<file path="src/rtl/hazard_ctrl.sv">
// rtl/hazard_ctrl.sv - pipeline hazard and stall sequencer (optional stall counter: HAZARD_PERF_CNT_EN)
module hazard_ctrl #(
  parameter int REG_W        = 5,
  parameter int FLUSH_CYCLES = 2,
  parameter int CNT_W        = 16
) (
  input  logic             clk,
  input  logic             rst,
  input  logic [REG_W-1:0] id_rs,
  input  logic [REG_W-1:0] id_rt,
  input  logic             id_uses_rt,
  input  logic             ex_mem_read,
  input  logic [REG_W-1:0] ex_rt,
  input  logic             ex_branch_taken,
  input  logic             mem_busy,
  input  logic             halt_req,
  output logic             pc_write,
  output logic             ifid_write,
  output logic             ifid_flush,
  output logic             idex_bubble,
  output logic             halted,
  output logic [CNT_W-1:0] stall_cnt
);

  typedef enum logic [1:0] {RUN, MEM_WAIT, FLUSH, HALT} state_t;

  localparam logic [3:0] FLUSH_INIT = 4'(FLUSH_CYCLES - 1);

  state_t     state, state_nxt;
  logic [3:0] fcnt, fcnt_nxt;
  logic       lu;

  // Load in EX writes a register the instruction in ID reads; r0 never hazards.
  assign lu = ex_mem_read && (ex_rt != '0) &&
              ((ex_rt == id_rs) || (id_uses_rt && (ex_rt == id_rt)));

  // State and flush-counter register.
  always_ff @(posedge clk or posedge rst) begin
    if (rst) begin
      state <= RUN;
      fcnt  <= 4'd0;
    end else begin
      state <= state_nxt;
      fcnt  <= fcnt_nxt;
    end
  end

  // Next-state and zero-latency pipeline control decode.
  always_comb begin
    state_nxt   = state;
    fcnt_nxt    = fcnt;
    pc_write    = 1'b0;
    ifid_write  = 1'b0;
    ifid_flush  = 1'b0;
    idex_bubble = 1'b0;
    halted      = 1'b0;
    if (rst) begin
      idex_bubble = 1'b1;
    end else begin
      case (state)
        RUN: begin
          if (halt_req) begin
            idex_bubble = 1'b1;
            state_nxt   = HALT;
          end else if (mem_busy) begin
            state_nxt = MEM_WAIT;
          end else if (ex_branch_taken) begin
            pc_write    = 1'b1;
            ifid_write  = 1'b1;
            ifid_flush  = 1'b1;
            idex_bubble = 1'b1;
            if (FLUSH_CYCLES > 1) begin
              state_nxt = FLUSH;
              fcnt_nxt  = FLUSH_INIT;
            end
          end else if (lu) begin
            idex_bubble = 1'b1;
          end else begin
            pc_write   = 1'b1;
            ifid_write = 1'b1;
          end
        end
        MEM_WAIT: begin
          if (!mem_busy) state_nxt = RUN;
        end
        FLUSH: begin
          if (!mem_busy) begin
            pc_write    = 1'b1;
            ifid_write  = 1'b1;
            ifid_flush  = 1'b1;
            idex_bubble = 1'b1;
            fcnt_nxt    = fcnt - 4'd1;
            if (fcnt == 4'd1) state_nxt = RUN;
          end
        end
        HALT: begin
          idex_bubble = 1'b1;
          halted      = 1'b1;
          if (!halt_req) state_nxt = RUN;
        end
        default: state_nxt = RUN;
      endcase
    end
  end

`ifdef HAZARD_PERF_CNT_EN
  logic [CNT_W-1:0] cnt_q;

  // Saturating count of cycles in which fetch was held.
  always_ff @(posedge clk or posedge rst) begin
    if (rst) begin
      cnt_q <= '0;
    end else if (!pc_write && (cnt_q != {CNT_W{1'b1}})) begin
      cnt_q <= cnt_q + CNT_W'(1);
    end
  end

  assign stall_cnt = cnt_q;
`else
  assign stall_cnt = '0;
`endif

endmodule

</file>
<file path="config.mk">
export PLATFORM = sky130hd
export DESIGN_NAME = hazard_ctrl
export DESIGN_NICKNAME = d
export VERILOG_FILES = /design/src/rtl/hazard_ctrl.sv
export SDC_FILE = /design/constraint.sdc
export NUM_CORES = 1
export LEC_CHECK = 0
export ABC_AREA = 1
export BUFFER_PORTS_ARGS = -buffer_cell sky130_fd_sc_hd__buf_4
export CELL_PAD_IN_SITES_DETAIL_PLACEMENT = 0
export CELL_PAD_IN_SITES_GLOBAL_PLACEMENT = 1
export CORE_ASPECT_RATIO = 1.75
export CORE_MARGIN = 1.5
export CORE_UTILIZATION = 31
export DETAILED_ROUTE_END_ITERATION = 8
export GPL_ROUTABILITY_DRIVEN = 0
export GPL_TIMING_DRIVEN = 1
export PLACE_DENSITY = 0.92
export RECOVER_POWER = 100
export SETUP_SLACK_MARGIN = 0.3
export SLEW_MARGIN = 20
export SYNTH_ARGS = -nofsm -noshare
export SYNTH_HDL_FRONTEND = slang
export SYNTH_SLANG_ARGS = --single-unit
</file>
<file path="constraint.sdc">
create_clock -name clk -period 1.9 [get_ports clk]
set_input_delay 0.38 -clock clk [delete_from_list [all_inputs] [get_ports clk]]
set_output_delay 0.38 -clock clk [all_outputs]
set_load 0.005 [all_outputs]
</file>
* Word-level counts from Yosys, hierarchy flattened *
Cells that the tools add are included.

operators by class
  add/subtract/negate cells = 1
  multiply operators = 0
  divide/modulo/power cells = 0
  magnitude comparators = 0
  eq/ne operators = 14
  shift operators = 0
  mux-type cells = 33
  bitwise operators = 1
  reductions and logical operators = 9

operator list
  kind                   number
  $mux W1                17
  $mux W4                4
  $mux W2                7
  $ne A2 B2 Y1 const B   7
  $reduce_and A6 Y1      2
  $eq A5 B5 Y1           2
  $pmux W2 S4            1
  $pmux W4 S2            1
  $reduce_bool A5 Y1     1
  $eq A2 B2 Y1 const B   2
  $eq A4 B1 Y1 const B   1
  $ne A4 B4 Y1 const B   1
  $pmux W1 S2            2
  $sub A4 B1 Y4 const B  1
  $logic_and A1 B1 Y1    3
  $pmux W1 S3            1
  $eq A2 B1 Y1 const B   1
  $logic_not A2 Y1       1
  $reduce_bool A2 Y1     1
  $logic_or A1 B1 Y1     1
  $not A1 Y1             1

storage, ports and cells
  register bits = 6
  bits in latches = 0
  RAM bits = 0
  bits in read-only memories = 0
  output and inout bits = 21
  word-level logic and storage cells = 60
  memories = 0

* Longest topological paths before layout *
  depth after elaboration = 10
  depth in mapped cells = 10

* Worst setup path before layout *
No wires, ideal clock.

  kind = register to output
  from = register state[1]
  to = output pc_write
  arrival = 1091 ps
  data required time = 1520 ps
  setup slack = 429 ps
  stages on the path, launching flop included = 9
  path through = dfrtp_1 inv_1 nand2_2 nor2_4 nand2_4 nor2_4 nor2_4 nand2_1 buf_4

between the ends
  longest elaborated chain between the ends = 3
  elaborated cells on any way between the ends = 4
  classes of those cells = eq/ne (1); mux (2); reduce/logical (1)

ends and longest elaborated chain
  element                                           RTL line  source
  from (decl)                                       29        state_t state, state_nxt;
  from (signal assigned)                            43        state <= state_nxt;
  $eq A2 B2 Y1 or $logic_not A2 Y1 (tied branches)  -
  $pmux W1 S2 (*)                                   -
  $mux W1 (*)                                       -
  to (decl)                                         17        output logic pc_write,

Every way passes the cells marked *; elsewhere a longest branch is shown, timed or not.

* Worst setup path in the final report *
  from = register state[0]
  to = output pc_write

between the ends
  longest elaborated chain between the ends = 3
  elaborated cells on any way between the ends = 4
  classes of those cells = eq/ne (1); mux (2); reduce/logical (1)

ends and longest elaborated chain
  element                                           RTL line  source
  $eq A2 B2 Y1 or $logic_not A2 Y1 (tied branches)  60        case (state)
  $pmux W1 S2 (*)                                   60
  $mux W1 (*)                                       57        if (rst) begin

Marked as above.

==> flow_metrics.py <==
metrics = {
    "place": {
        "numPortBuffers": 26,
        "dp_wirelength_um": 1541,
    },
    "yosys": {
        "synth_seq_area_share_pct": 18.10,
        "synth_cells": 133,
        "synth-edff-count": 0,
        "yosys_warnings": 0,
        "post-synth-top-area-cell": "sky130_fd_sc_hd__nand2_1",
        "ys_top_cells_by_area": "sky130_fd_sc_hd__nand2_1, sky130_fd_sc_hd__dfrtp_1, sky130_fd_sc_hd__buf_4",
        "synth.distinct_cells": 21,
        "synth_largest_type_area_fraction_pct": 18.55,
        "synth_most_common_cell": "sky130_fd_sc_hd__nand2_1",
        "synthTopCellsByCount": "sky130_fd_sc_hd__nand2_1, sky130_fd_sc_hd__inv_1, sky130_fd_sc_hd__buf_4",
        "async_flop_share_pct": 100.0,
        "synth_ff_type": "sky130_fd_sc_hd__dfrtp_1",
        "synth_area_per_cell_um2": 6.237,
        "syn-cell-area_um2": 829.5,
        "postSynthRegisterBits": 6,
    },
    "timing": {
        "finalClockSkew_ns": 0.003248,
        "period_minus_slack_ns": 1.728,
        "final-max-slew-violation-count": 0,
        "min_period_over_period_pct": 90.97,
        "grt_setup_unrepaired": "yes",
        "max_frequency_ghz": 0.5786,
        "hold_viol": 0,
        "final.setup.tns_ns": 0,
        "setup-violations-final": 0,
    },
    "power_and_ir_drop": {
        "p_seq_share_pct": 23.1,
        "ir_drop_worst_vdd_uv": 281.4,
        "power_report.internal_total_mw": 0.5815,
        "switchingPower_mw": 0.4269,
        "total_power_mw": 1.008,
        "power.switching_fraction_pct": 42.33,
        "p_comb_share_pct": 56.6,
        "leakage_nw": 0.6413,
        "p_per_area_nw_per_um2": 895.5,
        "share_clk_of_total_power_pct": 20.3,
    },
    "cts": {
        "cts_hold_buffers": 0,
        "h-tree-depth": 1,
        "path_clk_slew_ns": 0.04,
        "number_of_buffers_created_by_cts": 3,
        "clk_path_buf_depth": 2,
        "cts.sinks": 6,
        "cts_tree": "built",
        "cts_root_buf": "sky130_fd_sc_hd__clkbuf_8",
        "clock_latency_ns": 0.23,
    },
    "drt": {
        "vias_per_cell": 4.516,
        "detail_route.wl_per_cell_um": 10.05,
        "via_count": 867,
        "route.detailed.drc": 0,
        "first_iter_violations": 10,
        "dr.pass1.iters": 4,
        "total_detailed_routing_wirelength_um": 1930,
        "drt.antenna.violating_nets": 0,
    },
    "critical_path": {
        "timing.critical_path.arrival_ns": 1.35,
        "data_required_critical_path_ns": 1.52,
        "setup.worst_path.start_class": "flop",
        "critPathKind": "reg2out",
        "timing.critical_path.fanout_max": 3,
        "critical_path.endpoint_type": "output port",
    },
    "final_layout": {
        "antenna-diode-count": 0,
        "postLayoutCoreUtil_pct": 44.64,
        "area_growth_syn_to_layout_pct": 35.75,
        "multi_input_comb_area_um2": 533.0,
        "drive_gt1_share_pct": 38.55,
        "seq_area_um2": 151.4,
        "fillers": 281,
        "design.final.nets": 192,
    },
    "grt": {
        "first_global_vias": 828,
        "global_route.overflow_total": 0,
        "grt.met2_usage_pct": 26.39,
        "grt_pass1_wl_um": 3091,
        "initial_antenna_violation_count": 0,
        "grt.total_usage_pct": 12.79,
        "global_route.usage.met1_pct": 11.76,
        "top_usage_layer": "met2",
        "use_met3_pct": 2.267,
        "grt_start_max_net_pins": 7,
    },
    "worst_hold_path": {
        "timing.hold.worst.class": "in2async",
    },
    "floorplan": {
        "design.portCount": 43,
        "die_area_um2": 3008,
        "initial_utilization_pct": 32.89,
        "dieWidth_um": 42.11,
        "num_rows": 24,
        "fp.dieH_um": 71.43,
        "design.core.area_um2": 2522,
    },
    "flow_run": {
        "drv.max_cap_violation_count": 0,
    },
    "status": {
        "run_status": "finished, final reports clean",
    },
}
-- metal layers --
layer / vias up / part of all wire [%]
met2: 32 / 62
met3: 3 / 6.4
li1: 438 / -
met5: - / 0
met1: 394 / 31
met4: 0 / 1.3
-- worst paths after layout --
path / cells after the start / end / startpoint / slack [ns]
worst max-delay path: 8 / pc_write / state[0] / 0.17
worst min register to register: 2 / state[1] / state[1] / 0.54
min in group clk: 4 / state[1] / mem_busy / 0.52
worst max register to register: 9 / state[0] / fcnt[1] / 0.49
worst min-delay path: 2 / state[0] / rst / 0.17
max in group asynchronous: 3 / fcnt[1] / rst / 1.29
-- registers in the layout (all words and copies together), names as in the netlist --
name	count
state	2
fcnt	4
-- per-stage QoR --
stage / hold slack (ns) / instance area, um^2 / std cells / setup slack, ns
2_1_floorplan: 0.1961 / 885.9 / 148 / 0.4290
3_3_place_gp: 0.3343 / 993.5 / 184 / 0.2486
3_5_place_dp: 0.3383 / 993.5 / 184 / 0.2414
4_1_cts: 0.1073 / 1115 / 192 / 0.1935
5_1_grt: 0.2025 / 1126 / 192 / 0.09783
6_report: 0.1661 / 1126 / 192 / 0.1716
-- worst max-delay path, stage by stage, from the launching register on --
cell	delay, ns
sky130_fd_sc_hd__dfrtp_1	0.38
sky130_fd_sc_hd__inv_1	0.14
sky130_fd_sc_hd__nand2_4	0.08
sky130_fd_sc_hd__nor2_4	0.12
sky130_fd_sc_hd__nand2_4	0.06
sky130_fd_sc_hd__nor2_4	0.09
sky130_fd_sc_hd__nor2_4	0.06
sky130_fd_sc_hd__nand2_2	0.07
sky130_fd_sc_hd__buf_4	0.10
-- cells by family (layout without fill, tap and decap cells) --
logic type / Yosys count / after routing / share of synthesized area (%)
xor+xnor: 3 / 3 / 3.168
fa+ha+maj: 2 / 2 / 3.016
flops: 6 / 6 / 18.10
simple gates: 68 / 68 / 38.16
other cells: 1 / 16 / 0.4521
buf+inv: 43 / 61 / 27.15
compound gates: 10 / 10 / 9.954
-- cells in the final DEF, fill, tap and decap left out, drive strengths merged --
master	count
nand2	45
buf	28
inv	26
conb	16
nor2	13
nand3	7
clkbuf	7
dfrtp	6
o21ai	6
xnor2	3
ha	2
nor3	2
o31ai	2
o22ai	1
nand4	1
o221ai	1
-- power by group through the flow --
stage,Combinational (mW),Clock (mW),Sequential [mW]
final,0.571,0.205,0.233
after global routing,0.648,0.209,0.240
after CTS,0.591,0.203,0.234
after detailed placement,0.494,0,0.245
after global placement,0.474,0,0.242
after floorplan,0.387,0,0.231
-- final cells by class --
| type | count | area share, % |
|---|---|---|
| multi-input cells | 99 | 47.33 |
| repair buffers | 32 | 23.33 |
| flip-flops and latches | 6 | 13.44 |
| inverters | 26 | 9.333 |
| clock buffers | 3 | 3.667 |
| well taps | 26 | 2.889 |
-- timing repair --
item | CTS | global route
endpoints found under the setup margin | 4 | 4
gates cloned | 0 | 0
setup buffers | 5 | 0
gates resized for setup | 16 | 15
pin swaps | 12 | 18
No activity file was read; power rests on OpenSTA's default activity.
